`src/rtl/data_mem_ctrl_pkg.sv`:
```
// Shared definitions for the data memory controller.
// Holds the FSM state encoding, the access-size encoding, the requester
// count, and the alignment rule applied when a request is granted.
package data_mem_ctrl_pkg;

  // Requester 0 = core load/store unit, requester 1 = loader/debug port.
  localparam int NUM_REQ = 2;

  typedef enum logic [1:0] {
    ST_IDLE   = 2'b00,
    ST_ACCESS = 2'b01,
    ST_MERGE  = 2'b10,
    ST_RESP   = 2'b11
  } state_e;

  // Encoding 2'b11 is not a member and is treated as an illegal size.
  typedef enum logic [1:0] {
    SIZE_BYTE = 2'b00,
    SIZE_HALF = 2'b01,
    SIZE_WORD = 2'b10
  } size_e;

  // True when the access cannot be performed: an illegal size, or a
  // half/word access that is not naturally aligned.
  function automatic logic access_bad(input logic [1:0] size, input logic [1:0] off);
    logic bad;
    case (size)
      SIZE_BYTE: bad = 1'b0;
      SIZE_HALF: bad = off[0];
      SIZE_WORD: bad = |off;
      default:   bad = 1'b1;
    endcase
    return bad;
  endfunction

endpackage

```
`src/rtl/data_mem_ctrl_lane.sv`:
```
// mem_lane_unit: combinational byte/half lane logic for 32-bit words.
// Ports:
//   word_in     - memory word (live read data on loads, captured word on merge)
//   offset      - byte offset within the word (addr[1:0])
//   size        - access size (byte/half/word)
//   is_unsigned - zero-extend (1) or sign-extend (0) on loads
//   wdata       - right-aligned store data
//   ld_data     - selected lane, extended to 32 bits
//   st_word     - word_in with the target lane(s) replaced by wdata
module mem_lane_unit
  import data_mem_ctrl_pkg::*;
(
  input  logic [31:0] word_in,
  input  logic [1:0]  offset,
  input  logic [1:0]  size,
  input  logic        is_unsigned,
  input  logic [31:0] wdata,
  output logic [31:0] ld_data,
  output logic [31:0] st_word
);

  logic [4:0]  bit_off;
  logic [31:0] shifted;

  assign bit_off = {offset, 3'b000};
  assign shifted = word_in >> bit_off;

  // Half accesses reaching here are aligned, so bit_off is 0 or 16.
  always_comb begin
    ld_data = word_in;
    st_word = word_in;
    case (size)
      SIZE_BYTE: begin
        ld_data = {{24{~is_unsigned & shifted[7]}}, shifted[7:0]};
        st_word[bit_off +: 8] = wdata[7:0];
      end
      SIZE_HALF: begin
        ld_data = {{16{~is_unsigned & shifted[15]}}, shifted[15:0]};
        st_word[bit_off +: 16] = wdata[15:0];
      end
      default: begin
        ld_data = word_in;
        st_word = wdata;
      end
    endcase
  end

endmodule

```
`src/rtl/data_mem_ctrl.sv`:
```
// data_mem_ctrl: two-requester data memory controller.
// Arbitrates round-robin between the core LSU (req 0) and the loader/debug
// port (req 1), performs aligned byte/half/word loads with extension, word
// stores directly, and sub-word stores as read-modify-write.
// Ports:
//   clk, rst          - clock, synchronous active-high reset
//   req_*             - per-requester valid/ready handshake and request fields
//   rsp_valid/err/rdata - one-hot completion pulse with error flag and load data
//   mem_we/a/wd       - word-aligned write port to the data memory
//   mem_rd            - combinational read data for mem_a
// The lane logic assumes DATA_WIDTH = 32.
module data_mem_ctrl
  import data_mem_ctrl_pkg::*;
#(
  parameter int ADDRESS_WIDTH = 32,
  parameter int DATA_WIDTH    = 32
)(
  input  logic                                  clk,
  input  logic                                  rst,
  input  logic [NUM_REQ-1:0]                    req_valid,
  output logic [NUM_REQ-1:0]                    req_ready,
  input  logic [NUM_REQ-1:0]                    req_we,
  input  logic [NUM_REQ-1:0][1:0]               req_size,
  input  logic [NUM_REQ-1:0]                    req_unsigned,
  input  logic [NUM_REQ-1:0][ADDRESS_WIDTH-1:0] req_addr,
  input  logic [NUM_REQ-1:0][DATA_WIDTH-1:0]    req_wdata,
  output logic [NUM_REQ-1:0]                    rsp_valid,
  output logic                                  rsp_err,
  output logic [DATA_WIDTH-1:0]                 rsp_rdata,
  output logic                                  mem_we,
  output logic [ADDRESS_WIDTH-1:0]              mem_a,
  output logic [DATA_WIDTH-1:0]                 mem_wd,
  input  logic [DATA_WIDTH-1:0]                 mem_rd
);

  // Request captured at grant; requester inputs are ignored afterwards.
  typedef struct packed {
    logic                     owner;
    logic                     we;
    logic [1:0]               size;
    logic                     is_unsigned;
    logic                     err;
    logic [ADDRESS_WIDTH-1:0] addr;
    logic [DATA_WIDTH-1:0]    wdata;
  } txn_t;

  state_e                   state, state_nxt;
  txn_t                     txn;
  logic                     rr_ptr;   // requester favoured on the next contested grant
  logic                     gnt_idx;
  logic                     grant;
  logic [DATA_WIDTH-1:0]    rdata_q;  // extended load result, zero otherwise
  logic [DATA_WIDTH-1:0]    old_q;    // word read in ACCESS for sub-word merge
  logic [DATA_WIDTH-1:0]    lane_word, lane_ld, lane_st;
  logic [ADDRESS_WIDTH-1:0] word_addr;
  logic                     sub_store;

  assign gnt_idx   = req_valid[rr_ptr] ? rr_ptr : ~rr_ptr;
  assign grant     = (state == ST_IDLE) && !rst && (|req_valid);
  assign word_addr = {txn.addr[ADDRESS_WIDTH-1:2], 2'b00};
  assign sub_store = txn.we && !txn.err && (txn.size != SIZE_WORD);

  // ACCESS feeds the live read data (load extract); MERGE feeds the word
  // captured in ACCESS so the write does not depend on mem_rd a second time.
  assign lane_word = (state == ST_MERGE) ? old_q : mem_rd;

  mem_lane_unit u_lane (
    .word_in     (lane_word),
    .offset      (txn.addr[1:0]),
    .size        (txn.size),
    .is_unsigned (txn.is_unsigned),
    .wdata       (txn.wdata),
    .ld_data     (lane_ld),
    .st_word     (lane_st)
  );

  // Request capture and datapath registers.
  always_ff @(posedge clk) begin
    if (rst) begin
      txn     <= '0;
      rr_ptr  <= 1'b0;
      rdata_q <= '0;
      old_q   <= '0;
    end else begin
      if (grant) begin
        txn.owner       <= gnt_idx;
        txn.we          <= req_we[gnt_idx];
        txn.size        <= req_size[gnt_idx];
        txn.is_unsigned <= req_unsigned[gnt_idx];
        txn.err         <= access_bad(req_size[gnt_idx], req_addr[gnt_idx][1:0]);
        txn.addr        <= req_addr[gnt_idx];
        txn.wdata       <= req_wdata[gnt_idx];
        rr_ptr          <= ~gnt_idx;
      end
      if (state == ST_ACCESS) begin
        rdata_q <= (!txn.we && !txn.err) ? lane_ld : '0;
        old_q   <= mem_rd;
      end
    end
  end

  // State register.
  always_ff @(posedge clk) begin
    if (rst) state <= ST_IDLE;
    else     state <= state_nxt;
  end

  // Next-state logic.
  always_comb begin
    state_nxt = state;
    case (state)
      ST_IDLE:   if (grant) state_nxt = ST_ACCESS;
      ST_ACCESS: state_nxt = sub_store ? ST_MERGE : ST_RESP;
      ST_MERGE:  state_nxt = ST_RESP;
      ST_RESP:   state_nxt = ST_IDLE;
      default:   state_nxt = ST_IDLE;
    endcase
  end

  // Outputs. Everything is forced quiet while rst is high so an abandoned
  // transaction can neither write memory nor respond in the reset cycle.
  always_comb begin
    req_ready = '0;
    rsp_valid = '0;
    rsp_err   = 1'b0;
    rsp_rdata = '0;
    mem_we    = 1'b0;
    mem_a     = '0;
    mem_wd    = '0;
    if (!rst) begin
      case (state)
        ST_IDLE: begin
          if (grant) req_ready[gnt_idx] = 1'b1;
        end
        ST_ACCESS: begin
          mem_a = word_addr;
          if (txn.we && !txn.err && (txn.size == SIZE_WORD)) begin
            mem_we = 1'b1;
            mem_wd = txn.wdata;
          end
        end
        ST_MERGE: begin
          mem_a  = word_addr;
          mem_we = 1'b1;
          mem_wd = lane_st;
        end
        ST_RESP: begin
          rsp_valid[txn.owner] = 1'b1;
          rsp_err              = txn.err;
          rsp_rdata            = rdata_q;
        end
        default: ;
      endcase
    end
  end

endmodule

```
`config.mk`:
```
export PLATFORM = sky130hd
export DESIGN_NAME = data_mem_ctrl
export DESIGN_NICKNAME = d
export VERILOG_FILES = /design/src/rtl/data_mem_ctrl_pkg.sv /design/src/rtl/data_mem_ctrl_lane.sv /design/src/rtl/data_mem_ctrl.sv
export SDC_FILE = /design/constraint.sdc
export NUM_CORES = 1
export LEC_CHECK = 0
export CAP_MARGIN = 20
export CORE_MARGIN = 2
export CORE_UTILIZATION = 55
export CTS_CLUSTER_DIAMETER = 50
export DETAILED_ROUTE_END_ITERATION = 10
export DONT_BUFFER_PORTS = 1
export PLACE_DENSITY_LB_ADDON = 0.25
export SYNTH_ARGS = -nofsm -noshare
export SYNTH_HDL_FRONTEND = slang
export SYNTH_SLANG_ARGS = --single-unit
export TNS_END_PERCENT = 20
```
`constraint.sdc`:
```
create_clock -name clk -period 4.55 [get_ports clk]
set_clock_uncertainty 0.15 [all_clocks]
set_input_delay 1.365 -clock clk [delete_from_list [all_inputs] [get_ports clk]]
set_output_delay 1.365 -clock clk [all_outputs]
set_load 0.01 [all_outputs]
```
==> impl_metrics.csv, run 1 <==
group,metric,value,unit
worst_setup_path,worstSetupEndpoint,"mem_wd[19]",
logic_synthesis,synth.most_common_cell,"nor2_1",
worst_setup_path,cp_num_buf_inv,2,
worst_setup_path,cp_max_fo,15,
route,first_iter_violations,1121,
cells_and_area,antenna_cells,0,
clock_network,cts.sinks,137,
die,fp.dieW,128,µm
sta,hold_ws,0.285,ns
sta,hold_violations,0,
logic_synthesis,ys_top_cells_by_area,"dfxtp_1 32%, mux2i_1 14%, nor2_1 6.3%",
die,coreArea,15100,µm²
route,drtAntennaViolNets,0,
sta,setup_violations,0,
die,dieArea,16400,µm²
sta,worst-slew-pin-transition,1.06,ns
cells_and_area,drive_above_1_share,0.126,
worst_setup_path,crit_start,"txn[33]",
route,dr.pass1.iters,9,
logic_synthesis,synth_cell_types,64,
logic_synthesis,synthFlopType,"dfxtp_1",
global_routing,antenna_found_initial,0,
logic_synthesis,seq_area_frac_synth,0.325,
global_routing,top_usage_layer,"met2",
clock_network,clk_pin_slew,0.06,ns
logic_synthesis,async_flop_share,0,
worst_setup_path,worstSetupEndpointType,"output pin",
global_routing,grt_use_met2,0.486,
die,num_rows,45,
worst_setup_path,crit_cells,7,
logic_synthesis,synth-seq-cells,137,
route,vias_per_cell,6.47,
sta,fmaxAchievable,229,MHz
worst_setup_path,path_cells,"clkinv_1 -> ha_4 -> and3b_1 -> a221o_1 -> a21oi_1 -> o32ai_1 -> buf_4",
placement,gp_congestion,1.01,
logic_synthesis,synth_common_cells,"142 x nor2_1, 137 x dfxtp_1, 115 x mux2i_1",
clock_network,cts_htree_levels,4,
clock_network,cts_hold_buffers,0,
global_routing,grt-ovfl-total,0,
clock_network,clock-root-buffer,"clkbuf_16",
worst_setup_path,r2r-start,"state[0]",
pwr,fin_total_pwr,5.85,mW
logic_synthesis,synth_top_area_cell,"dfxtp_1",
logic_synthesis,synth_top_area_frac,0.325,
global_routing,grt_pass1_wl,39.6,mm
die,boundaryPins,274,
logic_synthesis,syn_area,8440,µm²
logic_synthesis,synth_warnings,0,
sta,finalMaxSlewViolations,0,
die,die_h,128,µm
worst_setup_path,worstRegToRegCells,7,
sta,fin_tns_setup,0,ns
logic_synthesis,avgSynthCellArea,8.24,µm²
worst_setup_path,cp_top_family,"compound AO/OA/AOI/OAI gates",
cells_and_area,nets,1188,
route,vias,7802,
outcome,outcome,"completed",
worst_setup_path,r2r-end,"rdata_q[22]",
worst_setup_path,required,3.03,ns
global_routing,grt_use_met1,0.420,
worst_setup_path,cp-start-kind,"register",
global_routing,grt_max_degree,112,
route,wl_per_cell,21.7,µm
placement,portBuffers,0,
global_routing,grtUsageMet3,0.0714,
logic_synthesis,synth-edff-count,0,
sta,relSlewSlack,0.290,
clock_network,cts_tree,"built",
min_path,hold_path.class,"register to register",
logic_synthesis,synthCells,1025,
worst_setup_path,r2r_slack,1.61,ns
clock_network,cts_buffer_depth,2,
die,initial_utilization,0.559,
pwr,power_density,625,nW/µm²
global_routing,grt_util_all_layers,0.310,
pwr,ir_drop,0.391,mV
global_routing,first_global_vias,6940,
clock_network,numCtsBuffers,17,
sta,period_share,0.960,
clock_network,clock_latency,0.42,ns
pwr,leakagePower,3.51,nW
worst_setup_path,slowest_stage,"ha_4",
worst_setup_path,critical_path_class,"register to output pin",
run,maxCapViolations,0,
sta,min_period,4.37,ns
worst_setup_path,arrival,2.85,ns
cells_and_area,area_growth,11.0,%
sta,rsz0062_at_grt,"false",
placement,dp_hpwl,19.1,mm
route,drcViolationCount,0,
cells_and_area,final_core_util,0.621,
route,postRouteWirelength,26.2,mm
worst_setup_path,max_stage_delay,0.48,ns
## cell usage in the layout (no fill, tap or decap), types with 7 or more instances in the layout
| cell | instances |
|---|---|
| inv_1 | 10 |
| clkbuf_16 | 17 |
| nand2b_1 | 7 |
| o22ai_1 | 13 |
| nand2_1 | 78 |
| a31oi_1 | 8 |
| mux2_2 | 18 |
| o211ai_1 | 12 |
| a222oi_1 | 13 |
| o221ai_1 | 7 |
| o21ai_1 | 12 |
| a32oi_1 | 8 |
| nor2b_1 | 14 |
| a22oi_1 | 20 |
| nor2_1 | 142 |
| o21ai_0 | 40 |
| and2_1 | 65 |
| ha_1 | 7 |
| o2111ai_1 | 9 |
| a21o_1 | 8 |
| buf_4 | 57 |
| a21oi_1 | 57 |
| mux2i_1 | 115 |
| a211oi_1 | 57 |
| dfxtp_1 | 137 |
## final cells by class
type,instances,area [µm²]
fillers,1357,5720
multi-input cells,777,5260
flip-flops and latches,137,2740
repair buffers,59,468
clock buffers,22,454
well taps,188,235
clock inverters,10,166
inverters,13,48.8
## repair_timing
action                                  CTS  global route
endpoints found under the setup margin    0             9
resized for setup                         0             3
setup buffers                             0             0
## per-stage QoR
| step | cell area (µm²) | cells | worst slack, ns |
|---|---|---|---|
| global placement | 8740 | 1174 | 0.331 |
| floorplan | 8450 | 1026 | 0.553 |
| CTS | 9360 | 1206 | 0.00774 |
| detailed placement | 8740 | 1174 | 0.336 |
| global route | 9370 | 1206 | 0.0748 |
| finish | 9370 | 1206 | 0.183 |
## routing by layer
| layer | wire [µm] | up-vias | share of wire |
|---|---|---|---|
| met3 | 2430 | 53 | 0.093 |
| met1 | 11000 | 3570 | 0.42 |
| met5 | 0 | - | 0 |
| met2 | 12100 | 472 | 0.46 |
| met4 | 684 | 0 | 0.026 |
| li1 | - | 3707 | - |
## power by group
| group | switching, mW | internal, mW |
|---|---|---|
| registers | 0.298 | 1.50 |
| clock network | 0.548 | 0.936 |
| logic | 1.57 | 0.999 |
| total | 2.42 | 3.44 |
## tightest hold or removal path, stage by stage (launching register included)
cell     delay, ns
dfxtp_1       0.30
nand2_1       0.05
nand2_1       0.04
## registers in the layout, indices dropped and copies added, names as in the netlist
| register | cells |
|---|---|
| txn | 70 |
| rr_ptr | 1 |
| rdata_q | 32 |
| old_q | 32 |
| state | 2 |
## worst min-delay path by stage
| stage | cells after the start | from | to | slack, ns |
|---|---|---|---|---|
| finish | 2 | rdata_q[14] | rdata_q[14] | 0.28 |
| detailed placement | 2 | rdata_q[14] | rdata_q[14] | 0.27 |
| global route | 2 | rdata_q[11] | rdata_q[11] | 0.31 |
| CTS | 2 | rdata_q[14] | rdata_q[14] | 0.29 |
| floorplan | 2 | rdata_q[0] | rdata_q[0] | 0.26 |
| global placement | 2 | rdata_q[4] | rdata_q[4] | 0.27 |
## cells by family after synthesis
group,after synthesis,synth area share
AO/OA/AOI/OAI,295,0.241
adder cells (fa/ha/maj),11,0.0163
buffers and inverters,112,0.0577
flip-flops,137,0.325
multiplexers,139,0.176
other,1,0.000444
AND/OR/NAND/NOR,330,0.183
Note: power is estimated with default switching activity, not from simulation.
==> run 2: changes to the inputs <==
--- a/config.mk
+++ b/config.mk
@@ -6,8 +6,8 @@
 export NUM_CORES = 1
 export LEC_CHECK = 0
 export CAP_MARGIN = 20
-export CORE_MARGIN = 2
-export CORE_UTILIZATION = 55
+export CORE_MARGIN = 1
+export CORE_UTILIZATION = 30
 export CTS_CLUSTER_DIAMETER = 50
 export DETAILED_ROUTE_END_ITERATION = 10
 export DONT_BUFFER_PORTS = 1
==> run 2 against run 1 <==
Compared with the run above: wire length grew 15%; die area grew 76%; sequential power is essentially flat; first-iteration DRC count shrank 48%; global-route usage shrank 11 points; count of clock-buffer cells in the layout shrank 5; fmax grew 0.89%; total power grew 1.9%; register-to-register slack lost 0.08 ns; via count shrank 0.47%; core utilization shrank 27 points; critical path type unchanged; largest power group unchanged; highest routed layer unchanged.
==> impl_metrics.csv, run 2 (synthesis results as in run 1) <==
group,metric,value,unit
worst_setup_path,worstSetupEndpointType,"output pin",
cells_and_area,mostFrequentLayoutCell,"nor2_1",
cells_and_area,final_core_util,0.348,
clock_network,cts.sinks,137,
worst_setup_path,max_stage_delay,0.63,ns
route,dr.pass1.iters,8,
clock_network,clock_latency,0.43,ns
placement,dp_hpwl,22.0,mm
clock_network,numCtsBuffers,17,
worst_setup_path,path_cells,"inv_1 -> ha_2 -> nor4bb_1 -> and2_1 -> or2_2 -> nand2_1 -> a21oi_1 -> buf_4",
clock_network,cts_htree_levels,4,
pwr,power_density,619,nW/µm²
sta,hold_violations,0,
clock_network,clk_pin_slew,0.07,ns
cells_and_area,antenna_cells,0,
worst_setup_path,cp-start-kind,"register",
sta,fin_tns_setup,0,ns
sta,setup_violations,0,
global_routing,first_global_vias,6993,
worst_setup_path,cp_max_fo,15,
route,vias,7765,
cells_and_area,area_growth,14.1,%
sta,fmaxAchievable,231,MHz
worst_setup_path,critical_path_class,"register to output pin",
die,initial_utilization,0.305,
worst_setup_path,cp_top_family,"simple AND/OR/NAND/NOR gates",
cells_and_area,final_cells,1400,
run,maxCapViolations,0,
global_routing,grt_pass1_wl,43.9,mm
global_routing,antenna_found_initial,0,
clock_network,clock-root-buffer,"clkbuf_16",
cells_and_area,largestRegisters,"txn (70), old_q (32), rdata_q (32)",
worst_setup_path,r2r_slack,1.53,ns
sta,relSlewSlack,0.317,
route,first_iter_violations,578,
worst_setup_path,arrival,2.81,ns
sta,worst-slew-pin-transition,1.02,ns
clock_network,post-cts-setup-buffer-count,0,
die,dieArea,28800,µm²
sta,rsz0062_at_grt,"false",
route,postRouteWirelength,30.1,mm
die,num_rows,61,
placement,gp_congestion,0.898,
route,wl_per_cell,21.5,µm
outcome,outcome,"completed",
global_routing,grt_util_all_layers,0.203,
placement,portBuffers,0,
worst_setup_path,cp_num_buf_inv,2,
min_path,hold_path.class,"register to register",
cells_and_area,largest_register_ffs,70,
global_routing,grt-ovfl-total,0,
die,die_h,170,µm
clock_network,cts_tree,"built",
cells_and_area,drive_above_1_share,0.132,
sta,min_period,4.33,ns
pwr,ir_drop,0.227,mV
cells_and_area,nets,1192,
placement,placed_cells,1366,
worst_setup_path,slowest_stage,"and2_1",
cells_and_area,most-common-layout-cells,"142 x nor2_1, 137 x dfxtp_1, 115 x mux2i_1",
route,vias_per_cell,5.55,
clock_network,cts_buffer_depth,2,
pwr,leakagePower,3.53,nW
route,drtAntennaViolNets,0,
sta,period_share,0.951,
sta,finalMaxSlewViolations,0,
worst_setup_path,required,3.03,ns
die,coreArea,27700,µm²
die,boundaryPins,274,
cells_and_area,top_register,"txn",
global_routing,grt_max_degree,112,
route,drcViolationCount,0,
die,fp.dieW,170,µm
## run 2: cell types whose count changed in the layout (fill, tap and decap cells not counted), sizes merged
cell / delta
bufinv: -2
inv: +7
buf: +4
clkbuf: -5
## run 2: per-stage QoR
step / hold slack [ns] / worst slack [ns] / power, mW / area, µm²
after floorplan: 0.257 / 0.553 / 3.70 / 8450
after global placement: 0.268 / 0.406 / 4.40 / 8960
after detailed placement: 0.276 / 0.420 / 4.42 / 8960
after CTS: 0.288 / 0.201 / 5.94 / 9590
after global routing: 0.321 / 0.0677 / 6.30 / 9630
final: 0.283 / 0.222 / 5.96 / 9630
## run 2: area by class of cell
class	count	area, µm²
tap	378	473
multi-input combinational	777	5250
fill	2933	18100
inverter	13	48.8
clock inverter	15	201
clock buffer	17	425
sequential	137	2740
timing repair buffer	63	493
## run 2: where the power goes
part           switching (mW)  internal, mW
clock                   0.661         0.844
sequential              0.293          1.50
combinational            1.66          1.00
## run 2: path summary, 6_finish.rpt
path / from / cells after the start / endpoint
hold / removal: rdata_q[11] / 2 / rdata_q[11]
hold reg to reg: rdata_q[11] / 2 / rdata_q[11]
setup reg to reg: state[1] / 6 / rdata_q[26]
setup / recovery: state[1] / 8 / mem_wd[15]
## run 2: repair_timing
item | in CTS | in global routing
hold buffers | 0 | 0
gates resized for setup | 0 | 1
endpoints found under the setup margin | 0 | 3
hold endpoints to repair | 0 | 0
## run 2: routing by layer
layer | track usage | part of all wire | vias to the layer above
li1 | - | - | 3706
met1 | 0.270 | 0.44 | 3627
met2 | 0.326 | 0.46 | 397
met3 | 0.0473 | 0.082 | 35
met4 | 0.0529 | 0.017 | 0
met5 | 0 | 0 | -
## run 2: tightest hold or removal path, delay by kind of cell, from the launching register on
family / cells / cell delay, ns
simple gates: 2 / 0.09
flops: 1 / 0.31
